File: src/rtl/cp0_exc_seq_pkg.sv
// Shared constants, field positions and state encoding for the CP0 exception sequencer.
package cp0_exc_seq_pkg;

    localparam logic [4:0] CP0_SR    = 5'd12;
    localparam logic [4:0] CP0_CAUSE = 5'd13;
    localparam logic [4:0] CP0_EPC   = 5'd14;

    localparam int SR_IE        = 0;
    localparam int SR_EXL       = 1;
    localparam int CAUSE_BD     = 31;
    localparam int CAUSE_IP_HI  = 15;
    localparam int CAUSE_IP_LO  = 10;
    localparam int CAUSE_EXC_HI = 6;
    localparam int CAUSE_EXC_LO = 2;

    // Cause bits preserved from the current register value on exception entry
    localparam logic [31:0] CAUSE_KEEP = 32'h7FFF_0383;
    localparam logic [31:0] SR_EXL_MASK = 32'h0000_0002;
    localparam logic [4:0]  EXC_INT = 5'd0;

    typedef enum logic [2:0] {
        ST_IDLE    = 3'd0,
        ST_E_EPC   = 3'd1,
        ST_E_CAUSE = 3'd2,
        ST_E_SR    = 3'd3,
        ST_E_JMP   = 3'd4,
        ST_R_SR    = 3'd5,
        ST_R_JMP   = 3'd6
    } state_t;

    function automatic logic [31:0] cause_merge(input logic [31:0] cause_cur,
                                                input logic        bd,
                                                input logic [5:0]  hwint,
                                                input logic [4:0]  code);
        logic [31:0] m;
        m = cause_cur & CAUSE_KEEP;
        m[CAUSE_BD] = bd;
        m[CAUSE_IP_HI:CAUSE_IP_LO] = hwint;
        m[CAUSE_EXC_HI:CAUSE_EXC_LO] = code;
        return m;
    endfunction

endpackage

File: src/rtl/cp0_exc_seq_if.sv
// Signal bundle between the M-stage/CP0 request logic, the sequencer and the CP0 write port.
// mtc0 handshake: a write transfers in a cycle where mtc0_valid and mtc0_ready are both 1;
// the pipeline keeps valid, addr and data stable until then.
interface cp0_exc_seq_if;
    import cp0_exc_seq_pkg::*;

    logic        exc_req;
    logic [4:0]  exc_code;
    logic        exc_bd;
    logic [31:0] exc_vpc;
    logic [5:0]  hwint;
    logic        eret_valid;
    logic        mtc0_valid;
    logic [4:0]  mtc0_addr;
    logic [31:0] mtc0_data;
    logic        mtc0_ready;
    logic [31:0] sr_in;
    logic [31:0] cause_in;
    logic [31:0] epc_in;
    logic        cp0_we;
    logic [4:0]  cp0_addr;
    logic [31:0] cp0_wdata;
    logic        stall;
    logic        flush;
    logic        pc_redirect_vld;
    logic [31:0] pc_redirect;
    logic        busy;
    state_t      dbg_state;

    modport slave (
        input  exc_req, exc_code, exc_bd, exc_vpc, hwint, eret_valid,
        input  mtc0_valid, mtc0_addr, mtc0_data, sr_in, cause_in, epc_in,
        output mtc0_ready, cp0_we, cp0_addr, cp0_wdata, stall, flush,
        output pc_redirect_vld, pc_redirect, busy, dbg_state
    );

    modport master (
        output exc_req, exc_code, exc_bd, exc_vpc, hwint, eret_valid,
        output mtc0_valid, mtc0_addr, mtc0_data, sr_in, cause_in, epc_in,
        input  mtc0_ready, cp0_we, cp0_addr, cp0_wdata, stall, flush,
        input  pc_redirect_vld, pc_redirect, busy, dbg_state
    );

endinterface

File: src/rtl/cp0_exc_seq.sv
// Exception-entry / ERET sequencer that owns the single CP0 write port and arbitrates mtc0.
module cp0_exc_seq
    import cp0_exc_seq_pkg::*;
#(
    parameter logic [31:0] HANDLER_PC = 32'h0000_4180
) (
    input logic         clk,
    input logic         reset_n,
    cp0_exc_seq_if.slave bus
);

    state_t      state, state_nx;
    logic [4:0]  cap_code;
    logic        cap_bd;
    logic [5:0]  cap_hwint;
    logic [31:0] cap_epc;
    logic [31:0] vpc_adj;

    logic        we, stall, flush, rvld, ready;
    logic [4:0]  waddr;
    logic [31:0] wdata, rpc;

    // Delay-slot victims restart at the branch; the subtraction wraps mod 2^32
    assign vpc_adj = bus.exc_bd ? (bus.exc_vpc - 32'd4) : bus.exc_vpc;

    always_ff @(posedge clk or negedge reset_n) begin
        if (!reset_n) state <= ST_IDLE;
        else          state <= state_nx;
    end

    always_ff @(posedge clk or negedge reset_n) begin
        if (!reset_n) begin
            cap_code  <= '0;
            cap_bd    <= 1'b0;
            cap_hwint <= '0;
            cap_epc   <= '0;
        end else if (state == ST_IDLE && bus.exc_req) begin
            cap_code  <= bus.exc_code;
            cap_bd    <= bus.exc_bd;
            cap_hwint <= bus.hwint;
            cap_epc   <= vpc_adj & ~32'h3;
        end
    end

    always_comb begin
        state_nx = state;
        we       = 1'b0;
        waddr    = '0;
        wdata    = '0;
        stall    = 1'b0;
        flush    = 1'b0;
        rvld     = 1'b0;
        rpc      = '0;
        ready    = 1'b0;
        case (state)
            ST_IDLE: begin
                if (bus.exc_req) begin
                    stall    = 1'b1;
                    state_nx = ST_E_EPC;
                end else if (bus.eret_valid) begin
                    stall    = 1'b1;
                    state_nx = ST_R_SR;
                end else if (bus.mtc0_valid) begin
                    we    = 1'b1;
                    waddr = bus.mtc0_addr;
                    wdata = bus.mtc0_data;
                    ready = 1'b1;
                end
            end
            ST_E_EPC: begin
                stall = 1'b1; we = 1'b1; waddr = CP0_EPC; wdata = cap_epc;
                state_nx = ST_E_CAUSE;
            end
            ST_E_CAUSE: begin
                stall = 1'b1; we = 1'b1; waddr = CP0_CAUSE;
                wdata = cause_merge(bus.cause_in, cap_bd, cap_hwint, cap_code);
                state_nx = ST_E_SR;
            end
            ST_E_SR: begin
                stall = 1'b1; we = 1'b1; waddr = CP0_SR; wdata = bus.sr_in | SR_EXL_MASK;
                state_nx = ST_E_JMP;
            end
            ST_E_JMP: begin
                stall = 1'b1; flush = 1'b1; rvld = 1'b1; rpc = HANDLER_PC;
                state_nx = ST_IDLE;
            end
            ST_R_SR: begin
                stall = 1'b1; we = 1'b1; waddr = CP0_SR; wdata = bus.sr_in & ~SR_EXL_MASK;
                state_nx = ST_R_JMP;
            end
            ST_R_JMP: begin
                stall = 1'b1; flush = 1'b1; rvld = 1'b1; rpc = bus.epc_in;
                state_nx = ST_IDLE;
            end
            default: state_nx = ST_IDLE;
        endcase
        // The IDLE Mealy terms would otherwise leak through while reset is held
        if (!reset_n) begin
            we = 1'b0; waddr = '0; wdata = '0; stall = 1'b0;
            flush = 1'b0; rvld = 1'b0; rpc = '0; ready = 1'b0;
        end
    end

    assign bus.cp0_we          = we;
    assign bus.cp0_addr        = waddr;
    assign bus.cp0_wdata       = wdata;
    assign bus.stall           = stall;
    assign bus.flush           = flush;
    assign bus.pc_redirect_vld = rvld;
    assign bus.pc_redirect     = rpc;
    assign bus.mtc0_ready      = ready;
    assign bus.busy            = (state != ST_IDLE);
    assign bus.dbg_state       = state;

endmodule

File: src/flat_wrapper.sv
// flat-port wrapper written by rule: the top's interface ports become plain ports
module cp0_exc_seq_flat import cp0_exc_seq_pkg::*;
#(
    parameter logic [31:0] HANDLER_PC = 32'h0000_4180
)
  (clk, reset_n, bus_exc_req, bus_exc_code, bus_exc_bd, bus_exc_vpc, bus_hwint, bus_eret_valid, bus_mtc0_valid, bus_mtc0_addr, bus_mtc0_data, bus_sr_in, bus_cause_in, bus_epc_in, bus_mtc0_ready, bus_cp0_we, bus_cp0_addr, bus_cp0_wdata, bus_stall, bus_flush, bus_pc_redirect_vld, bus_pc_redirect, bus_busy, bus_dbg_state);
  cp0_exc_seq_if bus_i ();
  input logic clk;
  input logic reset_n;
  input wire logic [$bits(bus_i.exc_req)-1:0] bus_exc_req;
  input wire logic [$bits(bus_i.exc_code)-1:0] bus_exc_code;
  input wire logic [$bits(bus_i.exc_bd)-1:0] bus_exc_bd;
  input wire logic [$bits(bus_i.exc_vpc)-1:0] bus_exc_vpc;
  input wire logic [$bits(bus_i.hwint)-1:0] bus_hwint;
  input wire logic [$bits(bus_i.eret_valid)-1:0] bus_eret_valid;
  input wire logic [$bits(bus_i.mtc0_valid)-1:0] bus_mtc0_valid;
  input wire logic [$bits(bus_i.mtc0_addr)-1:0] bus_mtc0_addr;
  input wire logic [$bits(bus_i.mtc0_data)-1:0] bus_mtc0_data;
  input wire logic [$bits(bus_i.sr_in)-1:0] bus_sr_in;
  input wire logic [$bits(bus_i.cause_in)-1:0] bus_cause_in;
  input wire logic [$bits(bus_i.epc_in)-1:0] bus_epc_in;
  output wire logic [$bits(bus_i.mtc0_ready)-1:0] bus_mtc0_ready;
  output wire logic [$bits(bus_i.cp0_we)-1:0] bus_cp0_we;
  output wire logic [$bits(bus_i.cp0_addr)-1:0] bus_cp0_addr;
  output wire logic [$bits(bus_i.cp0_wdata)-1:0] bus_cp0_wdata;
  output wire logic [$bits(bus_i.stall)-1:0] bus_stall;
  output wire logic [$bits(bus_i.flush)-1:0] bus_flush;
  output wire logic [$bits(bus_i.pc_redirect_vld)-1:0] bus_pc_redirect_vld;
  output wire logic [$bits(bus_i.pc_redirect)-1:0] bus_pc_redirect;
  output wire logic [$bits(bus_i.busy)-1:0] bus_busy;
  output wire logic [$bits(bus_i.dbg_state)-1:0] bus_dbg_state;
  assign bus_i.exc_req = bus_exc_req;
  assign bus_i.exc_code = bus_exc_code;
  assign bus_i.exc_bd = bus_exc_bd;
  assign bus_i.exc_vpc = bus_exc_vpc;
  assign bus_i.hwint = bus_hwint;
  assign bus_i.eret_valid = bus_eret_valid;
  assign bus_i.mtc0_valid = bus_mtc0_valid;
  assign bus_i.mtc0_addr = bus_mtc0_addr;
  assign bus_i.mtc0_data = bus_mtc0_data;
  assign bus_i.sr_in = bus_sr_in;
  assign bus_i.cause_in = bus_cause_in;
  assign bus_i.epc_in = bus_epc_in;
  assign bus_mtc0_ready = bus_i.mtc0_ready;
  assign bus_cp0_we = bus_i.cp0_we;
  assign bus_cp0_addr = bus_i.cp0_addr;
  assign bus_cp0_wdata = bus_i.cp0_wdata;
  assign bus_stall = bus_i.stall;
  assign bus_flush = bus_i.flush;
  assign bus_pc_redirect_vld = bus_i.pc_redirect_vld;
  assign bus_pc_redirect = bus_i.pc_redirect;
  assign bus_busy = bus_i.busy;
  assign bus_dbg_state = bus_i.dbg_state;
  cp0_exc_seq #(.HANDLER_PC(HANDLER_PC)) u_core (.clk(clk), .reset_n(reset_n), .bus(bus_i));
endmodule
File: config.mk
export PLATFORM = sky130hd
export DESIGN_NAME = cp0_exc_seq_flat
export DESIGN_NICKNAME = d
export VERILOG_FILES = /design/src/rtl/cp0_exc_seq_pkg.sv /design/src/rtl/cp0_exc_seq_if.sv /design/src/rtl/cp0_exc_seq.sv /design/src/flat_wrapper.sv
export SDC_FILE = /design/constraint.sdc
export NUM_CORES = 1
export LEC_CHECK = 0
export CAP_MARGIN = 20
export CORE_MARGIN = 4
export CORE_UTILIZATION = 37
export CTS_BUF_LIST = sky130_fd_sc_hd__clkbuf_8
export CTS_CLUSTER_SIZE = 28
export DETAILED_ROUTE_END_ITERATION = 7
export HOLD_SLACK_MARGIN = 0.02
export PLACE_DENSITY = 0.86
export SKIP_LAST_GASP = 1
export SLEW_MARGIN = 15
export SYNTH_ARGS = -nofsm -noshare
export SYNTH_HDL_FRONTEND = slang
export SYNTH_SLANG_ARGS = --single-unit
File: constraint.sdc
create_clock -name clk -period 2.36 [get_ports clk]
set_input_delay 0.472 -clock clk [delete_from_list [all_inputs] [get_ports clk]]
set_output_delay 0.472 -clock clk [all_outputs]
set_load 0.01 [all_outputs]
# == Word level (Yosys, flattened, before mapping) ==
# Cells that the tools add are included.
# classes
add_sub_neg,1
eq_ne,7
muxes,29
reduce_logical,7
# op_table
cell,count
2-to-1 mux 32 bit,6
one-hot mux 32 bit (5 select lines),1
one-hot mux 32 bit (2 select lines),1
"subtractor 32 x 3 -> 32 bit, second input constant",1
2-to-1 mux 5 bit,4
one-hot mux 5 bit (4 select lines),1
one-hot mux 3 bit (5 select lines),1
2-to-1 mux 1 bit,11
"equality test 3 bit, second input constant",3
"equality test 3 x 2 -> 1 bit, second input constant",2
2-to-1 mux 3 bit,2
OR reduction 6 bit,1
one-hot mux 1 bit (2 select lines),2
OR reduction 2 bit,2
OR reduction 4 bit,1
"equality test 3 x 1 -> 1 bit, second input constant",1
zero test 3 bit,1
"inequality test 3 bit, second input constant",1
nonzero test 3 bit,1
logical AND 1 bit,1
# totals
ff_bits,45
in_bits,182
out_inout_bits,78
word_cells,49

# == Logic depth before layout (Yosys ltp) ==
# depth
ltp_word,5
mapped_depth,7
ltp_nobuf,7

# == Worst setup path before layout ==
# Ideal clock, no wire load.
# synth_timing
path_kind,register -> output
start,"reg u_core.state[1], in the netlist u_core.bus.dbg_state[1]"
end,out bus_cp0_addr[2]
t_arrival_ns,1.920
required_time_ns,1.888
path_slack_ns,-0.032
path_stages_with_launch,8
n_path_buf,3
cell_sequence,dfrtp_1 clkbuf_1 nor3_1 and3_1 buf_2 clkbuf_1 nand2_1 a21oi_1
# synth_via
elab_chain_len,4
word_cells_on_any_way,8
cone_classes,eq/ne: 4; mux: 2; reduce/logical: 2
# synth_rtl
item,line,source
"start, declared",cp0_exc_seq.sv:12,"state_t state, state_nx;"
"start signal, assigned",cp0_exc_seq.sv:28,else state <= state_nx;
equality test 3 x 2 -> 1 bit / equality test 3 bit (equally long branches),cp0_exc_seq.sv:55,case (state)
OR reduction 2 bit (no line),--,
one-hot mux 5 bit (4 select lines) (*),cp0_exc_seq.sv:55,
2-to-1 mux 5 bit (*),cp0_exc_seq.sv:98,if (!reset_n) begin
"end, declared",flat_wrapper.sv:24,output wire logic [$bits(bus_i.cp0_addr)-1:0] bus_cp0_addr;
# Every way passes the cells marked *; elsewhere a longest branch is shown, timed or not.

# == Worst setup path after layout ==
# layout_timing
start,"reg u_core.state[1], in the netlist u_core.bus.dbg_state[1]"
end,out bus_cp0_wdata[10]
# layout_via
elab_chain_len,3
word_cells_on_any_way,7
cone_classes,eq/ne: 4; mux: 2; reduce/logical: 1
# layout_rtl
item,line,source
"equality test 3 bit, or another cell as far along",cp0_exc_seq.sv:55,
one-hot mux 32 bit (5 select lines) (*),cp0_exc_seq.sv:55,
2-to-1 mux 32 bit (*),cp0_exc_seq.sv:98,
"end, declared",flat_wrapper.sv:25,output wire logic [$bits(bus_i.cp0_wdata)-1:0] bus_cp0_wdata;
# Marked as above.

==> results_tabular.tex <==
\begin{tabular}{lr}
\hline
Metric & Value \\
\hline
\multicolumn{2}{l}{\textbf{Run status}} \\
\quad Result of the run & finished with violations \\
\quad Failing checks & setup timing \\
\multicolumn{2}{l}{\textbf{Global route}} \\
\quad Antenna violations before repair & 0 \\
\quad Vias in the first global route & 4935 \\
\quad Largest net degree at the start of global routing & 59 \\
\quad First-pass GRT wire length & around 26000 um \\
\quad Total routing resource utilization after global routing & 0.276 \\
\quad Overflow left after global routing & 0 \\
\multicolumn{2}{l}{\textbf{Routing}} \\
\quad Total routed wirelength & 18300 um \\
\quad Wire per inst & 20.1 um \\
\quad Number of violations reported at the end of detailed-routing iteration 0 & about 400 \\
\quad Vias per cell & 5.53 \\
\quad Remaining DRCs & 0 \\
\quad Vias after detailed routing & 5026 \\
\quad Number of nets with antenna violations after routing & 0 \\
\quad Router iterations before antenna repair & 4 \\
\multicolumn{2}{l}{\textbf{Placement}} \\
\quad Final RePlAce weighted congestion & 0.920 \\
\quad Count of buffers from port buffering & 244 \\
\quad Detailed-placement wirelength estimate & 13600 um \\
\multicolumn{2}{l}{\textbf{Layout}} \\
\quad Relative area change from synthesis to final layout & 91.4\% \\
\quad Share of post-route cells with drive strength above 1 & 0.330 \\
\quad Antenna fix cells & 0 \\
\quad Final net count & 958 \\
\quad Post-layout util & 0.732 \\
\multicolumn{2}{l}{\textbf{Power and ir drop}} \\
\quad Power density normalized to cell area & slightly below 900 nW/um\^{}2 \\
\quad Leak pwr & $\sim$3.2 nW \\
\quad Worst voltage drop across the vdd grid & 0.515 mV \\
\multicolumn{2}{l}{\textbf{Critical path}} \\
\quad Flop2flop setup slack & 0.61 ns \\
\quad Critical Path Start & u\_core.bus.dbg\_state[1] \\
\quad Endpoint of the worst-slack reg-to-reg timing path & u\_core.cap\_code[1] \\
\quad Worst Setup Path Type & reg2out \\
\quad Critical path startpoint category & flop \\
\quad FF-to-FF path depth & 7 \\
\quad Maximum fanout count along the critical path & 6 \\
\quad Count of buffer and inverter cells on the critical path & 4 \\
\quad Worst-path cell with the longest stage delay & sky130\_fd\_sc\_hd\_\_dfrtp\_2 \\
\quad Cell repeated most along the worst path & sky130\_fd\_sc\_hd\_\_buf\_6 \\
\quad Crit path largest cell delay & 0.45 ns \\
\quad Capturing element type of the critical path & output pin \\
\quad Launching point of the worst reg2reg path & u\_core.bus.dbg\_state[1] \\
\quad CP cell instances & buf\_6, buf\_6, nor3\_4, and3\_4, clkbuf\_16, a221oi\_2, nor2\_1, buf\_2 \\
\quad Worst Path Arrival & 2.10 ns \\
\quad Family with the most delay on the worst path & simple AND/OR/NAND/NOR gates \\
\quad CP required & 1.89 ns \\
\multicolumn{2}{l}{\textbf{Clock tree}} \\
\quad Largest buffer count on any clock path & 2 \\
\quad Cts hold-fix bufs & 0 \\
\quad Worst skew pair latency & about 0.3 ns \\
\quad Clock input transition at the sequential cells of the worst setup and hold paths & 0.09 ns \\
\quad Number of H-tree branching levels & 2 \\
\quad Cell chosen for the clock root & sky130\_fd\_sc\_hd\_\_clkbuf\_8 \\
\quad Cts bufs inserted & 5 \\
\quad CTS tree & built \\
\quad Clock sink count & 45 \\
\multicolumn{2}{l}{\textbf{Die}} \\
\quad Initial cell density of the core & 0.382 \\
\quad Core region area & approximately 10000 um\^{}2 \\
\quad I/O pin total & 260 \\
\quad Die outline height & 109 um \\
\quad Die X-Extent & between 100 and 150 um \\
\quad Area enclosed by the die boundary & roughly 12000 um\^{}2 \\
\quad Row Count & 36 \\
\multicolumn{2}{l}{\textbf{Synthesis}} \\
\quad Synthesized cell area & 3770 um\^{}2 \\
\quad Share of async-settable or async-resettable flops after synthesis & 1.00 \\
\quad Flop and latch count out of synthesis & 45 \\
\quad Post-synth EDFFs & 0 \\
\quad Number of warnings reported in the yosys synthesis log & 0 \\
\quad Mapped Cells & 472 \\
\quad Register area share after synthesis & 0.299 \\
\quad Total nets after synthesis & roughly 660 \\
\quad Per-instance average area after synthesis & 7.99 um\^{}2 \\
\quad Number of unique standard cell types used by synthesis & 41 \\
\quad Top FF cell, synth & sky130\_fd\_sc\_hd\_\_dfrtp\_1 \\
\multicolumn{2}{l}{\textbf{STA}} \\
\quad Post-Route Skew & 0.00625 ns \\
\quad Final worst setup slack & -0.214 ns \\
\quad Final hold slack & 0.308 ns \\
\quad Final hold violation count & 0 \\
\quad Post-layout min period & $\sim$2.6 ns \\
\quad Fmax & between 300 and 400 MHz \\
\quad Worst max-slew margin expressed relative to the limit & 0.760 \\
\quad Pins over their slew limit & 0 \\
\quad RSZ-0062 raised after global routing & yes \\
\quad Least-Margin Pin Slew & 0.356 ns \\
\quad Period utilisation layout & 1.09 \\
\quad Number of setup violations in the final report & 38 \\
\multicolumn{2}{l}{\textbf{Run}} \\
\quad Total of max-cap violations & 0 \\
\multicolumn{2}{l}{\textbf{Min path}} \\
\quad Hold crit path type & in2async \\
\hline
\end{tabular}
## metrics by stage
| stage | cell area [um^2] | setup TNS [ns] | instances | setup WS [ns] | total power [mW] |
|---|---|---|---|---|---|
| finish | 7220 | -4.49 | 909 | -0.214 | 6.29 |
| global route | 7220 | -7.39 | 909 | -0.299 | 6.69 |
| CTS | 7080 | -7.16 | 898 | -0.247 | 5.90 |
| detailed placement | 6850 | -19.58 | 884 | -0.459 | 5.23 |
| global placement | 6850 | -16.53 | 884 | -0.417 | 5.08 |
| floorplan | 3780 | 0 | 472 | 0.0520 | 3.44 |
## worst max-delay path by stage
| stage | endpoint | slack (ns) | depth (start not counted) |
|---|---|---|---|
| after floorplan | bus_cp0_wdata[2] | 0.05 | 7 |
| after global placement | bus_cp0_wdata[16] | -0.42 | 7 |
| after detailed placement | bus_cp0_wdata[6] | -0.46 | 7 |
| after CTS | bus_cp0_wdata[29] | -0.25 | 8 |
| after global routing | bus_cp0_wdata[10] | -0.30 | 8 |
| final | bus_cp0_wdata[10] | -0.21 | 8 |
## synth_stat cells, types with 2 or more instances
cell type | n | area (um^2)
sky130_fd_sc_hd__o21ai_0 | 10 | 50.1
sky130_fd_sc_hd__nor2_1 | 76 | 285
sky130_fd_sc_hd__xnor2_1 | 9 | 78.8
sky130_fd_sc_hd__nand2_1 | 45 | 169
sky130_fd_sc_hd__nand3_1 | 5 | 25.0
sky130_fd_sc_hd__buf_2 | 2 | 10.0
sky130_fd_sc_hd__nand2b_1 | 3 | 18.8
sky130_fd_sc_hd__a22oi_1 | 30 | 225
sky130_fd_sc_hd__a221oi_1 | 30 | 263
sky130_fd_sc_hd__dfrtp_1 | 45 | 1130
sky130_fd_sc_hd__mux2_2 | 42 | 473
sky130_fd_sc_hd__o21ai_1 | 22 | 110
sky130_fd_sc_hd__xor2_1 | 20 | 175
sky130_fd_sc_hd__and3_1 | 30 | 188
sky130_fd_sc_hd__nand4b_1 | 2 | 17.5
sky130_fd_sc_hd__a21oi_1 | 12 | 60.1
sky130_fd_sc_hd__clkbuf_1 | 38 | 143
sky130_fd_sc_hd__nor3_1 | 9 | 45.0
sky130_fd_sc_hd__or3_1 | 6 | 37.5
sky130_fd_sc_hd__or4_1 | 4 | 30.0
sky130_fd_sc_hd__nor4_2 | 2 | 25.0
sky130_fd_sc_hd__inv_1 | 9 | 33.8
sky130_fd_sc_hd__nand3b_1 | 3 | 22.5
## cell usage in the layout (no fill, tap or decap), types with 7 or more instances in the layout
master and instances:
sky130_fd_sc_hd__buf_2 34, sky130_fd_sc_hd__inv_1 8, sky130_fd_sc_hd__clkbuf_2 20, sky130_fd_sc_hd__xnor2_1 9, sky130_fd_sc_hd__buf_4 78, sky130_fd_sc_hd__a22oi_2 10, sky130_fd_sc_hd__a22oi_1 20, sky130_fd_sc_hd__and3_1 29
sky130_fd_sc_hd__nand2_1 40, sky130_fd_sc_hd__a221oi_2 23, sky130_fd_sc_hd__o21ai_1 23, sky130_fd_sc_hd__nor3_1 8, sky130_fd_sc_hd__a221oi_1 7, sky130_fd_sc_hd__xor2_1 20, sky130_fd_sc_hd__o21ai_0 9, sky130_fd_sc_hd__a21oi_1 8
sky130_fd_sc_hd__dfrtp_1 44, sky130_fd_sc_hd__clkdlybuf4s50_1 168, sky130_fd_sc_hd__clkdlybuf4s15_1 13, sky130_fd_sc_hd__mux2_2 42, sky130_fd_sc_hd__nor2_1 74
## state kept, by name (all words and copies together) (netlist names)
name	cells
u_core.cap_code	5
u_core.cap_hwint	6
u_core.cap_epc	30
u_core.bus.dbg_state	3
u_core.cap_bd	1
## worst register-to-register path: cells and delay by family (launching register included)
family	cells	cell delay, ns
and+or+nand+nor	2	0.26
DFF	1	0.45
muxes	1	0.32
buffers and inverters	4	0.61
## final cells by class
type,count,area [um^2]
fillers,694,2640
repair buffers,338,3060
flip-flops and latches,45,1130
multi-input cells,376,2710
inverters,9,36.3
clock buffers,5,68.8
clock inverters,3,46.3
well taps,133,166
## where the power goes
| group | switching, mW | leakage (nW) | internal [mW] |
|---|---|---|---|
| clock | 0.281 | 0.0543 | 0.317 |
| sequential | 0.252 | 0.553 | 1.14 |
| combinational | 2.10 | 2.64 | 2.19 |
## cell families (layout without fill, tap and decap cells)
kind of cell    after synthesis  in the layout  share of synthesized area
xor+xnor                     29             29                     0.0673
mux                          42             42                      0.125
simple gates                197            197                      0.258
flops                        45             45                      0.299
buf+inv                      51            355                     0.0524
fa+ha+maj                     1              1                    0.00332
compound gates              107            107                      0.195
## routing by layer
layer  vias up  track usage  share of wire
met5         -            0              0
met3        67       0.0503          0.081
met2       278        0.481           0.51
li1       2323            -              -
met1      2358        0.318           0.36
met4         0        0.147          0.055
## timing repair
action | 4_1_cts | 5_1_grt
setup buffers | 5 | 6
setup endpoints to repair | 74 | 73
pin swaps | 0 | 18
gates cloned | 1 | 5
gates resized for setup | 139 | 156
Power figures use the tool's default switching activity.
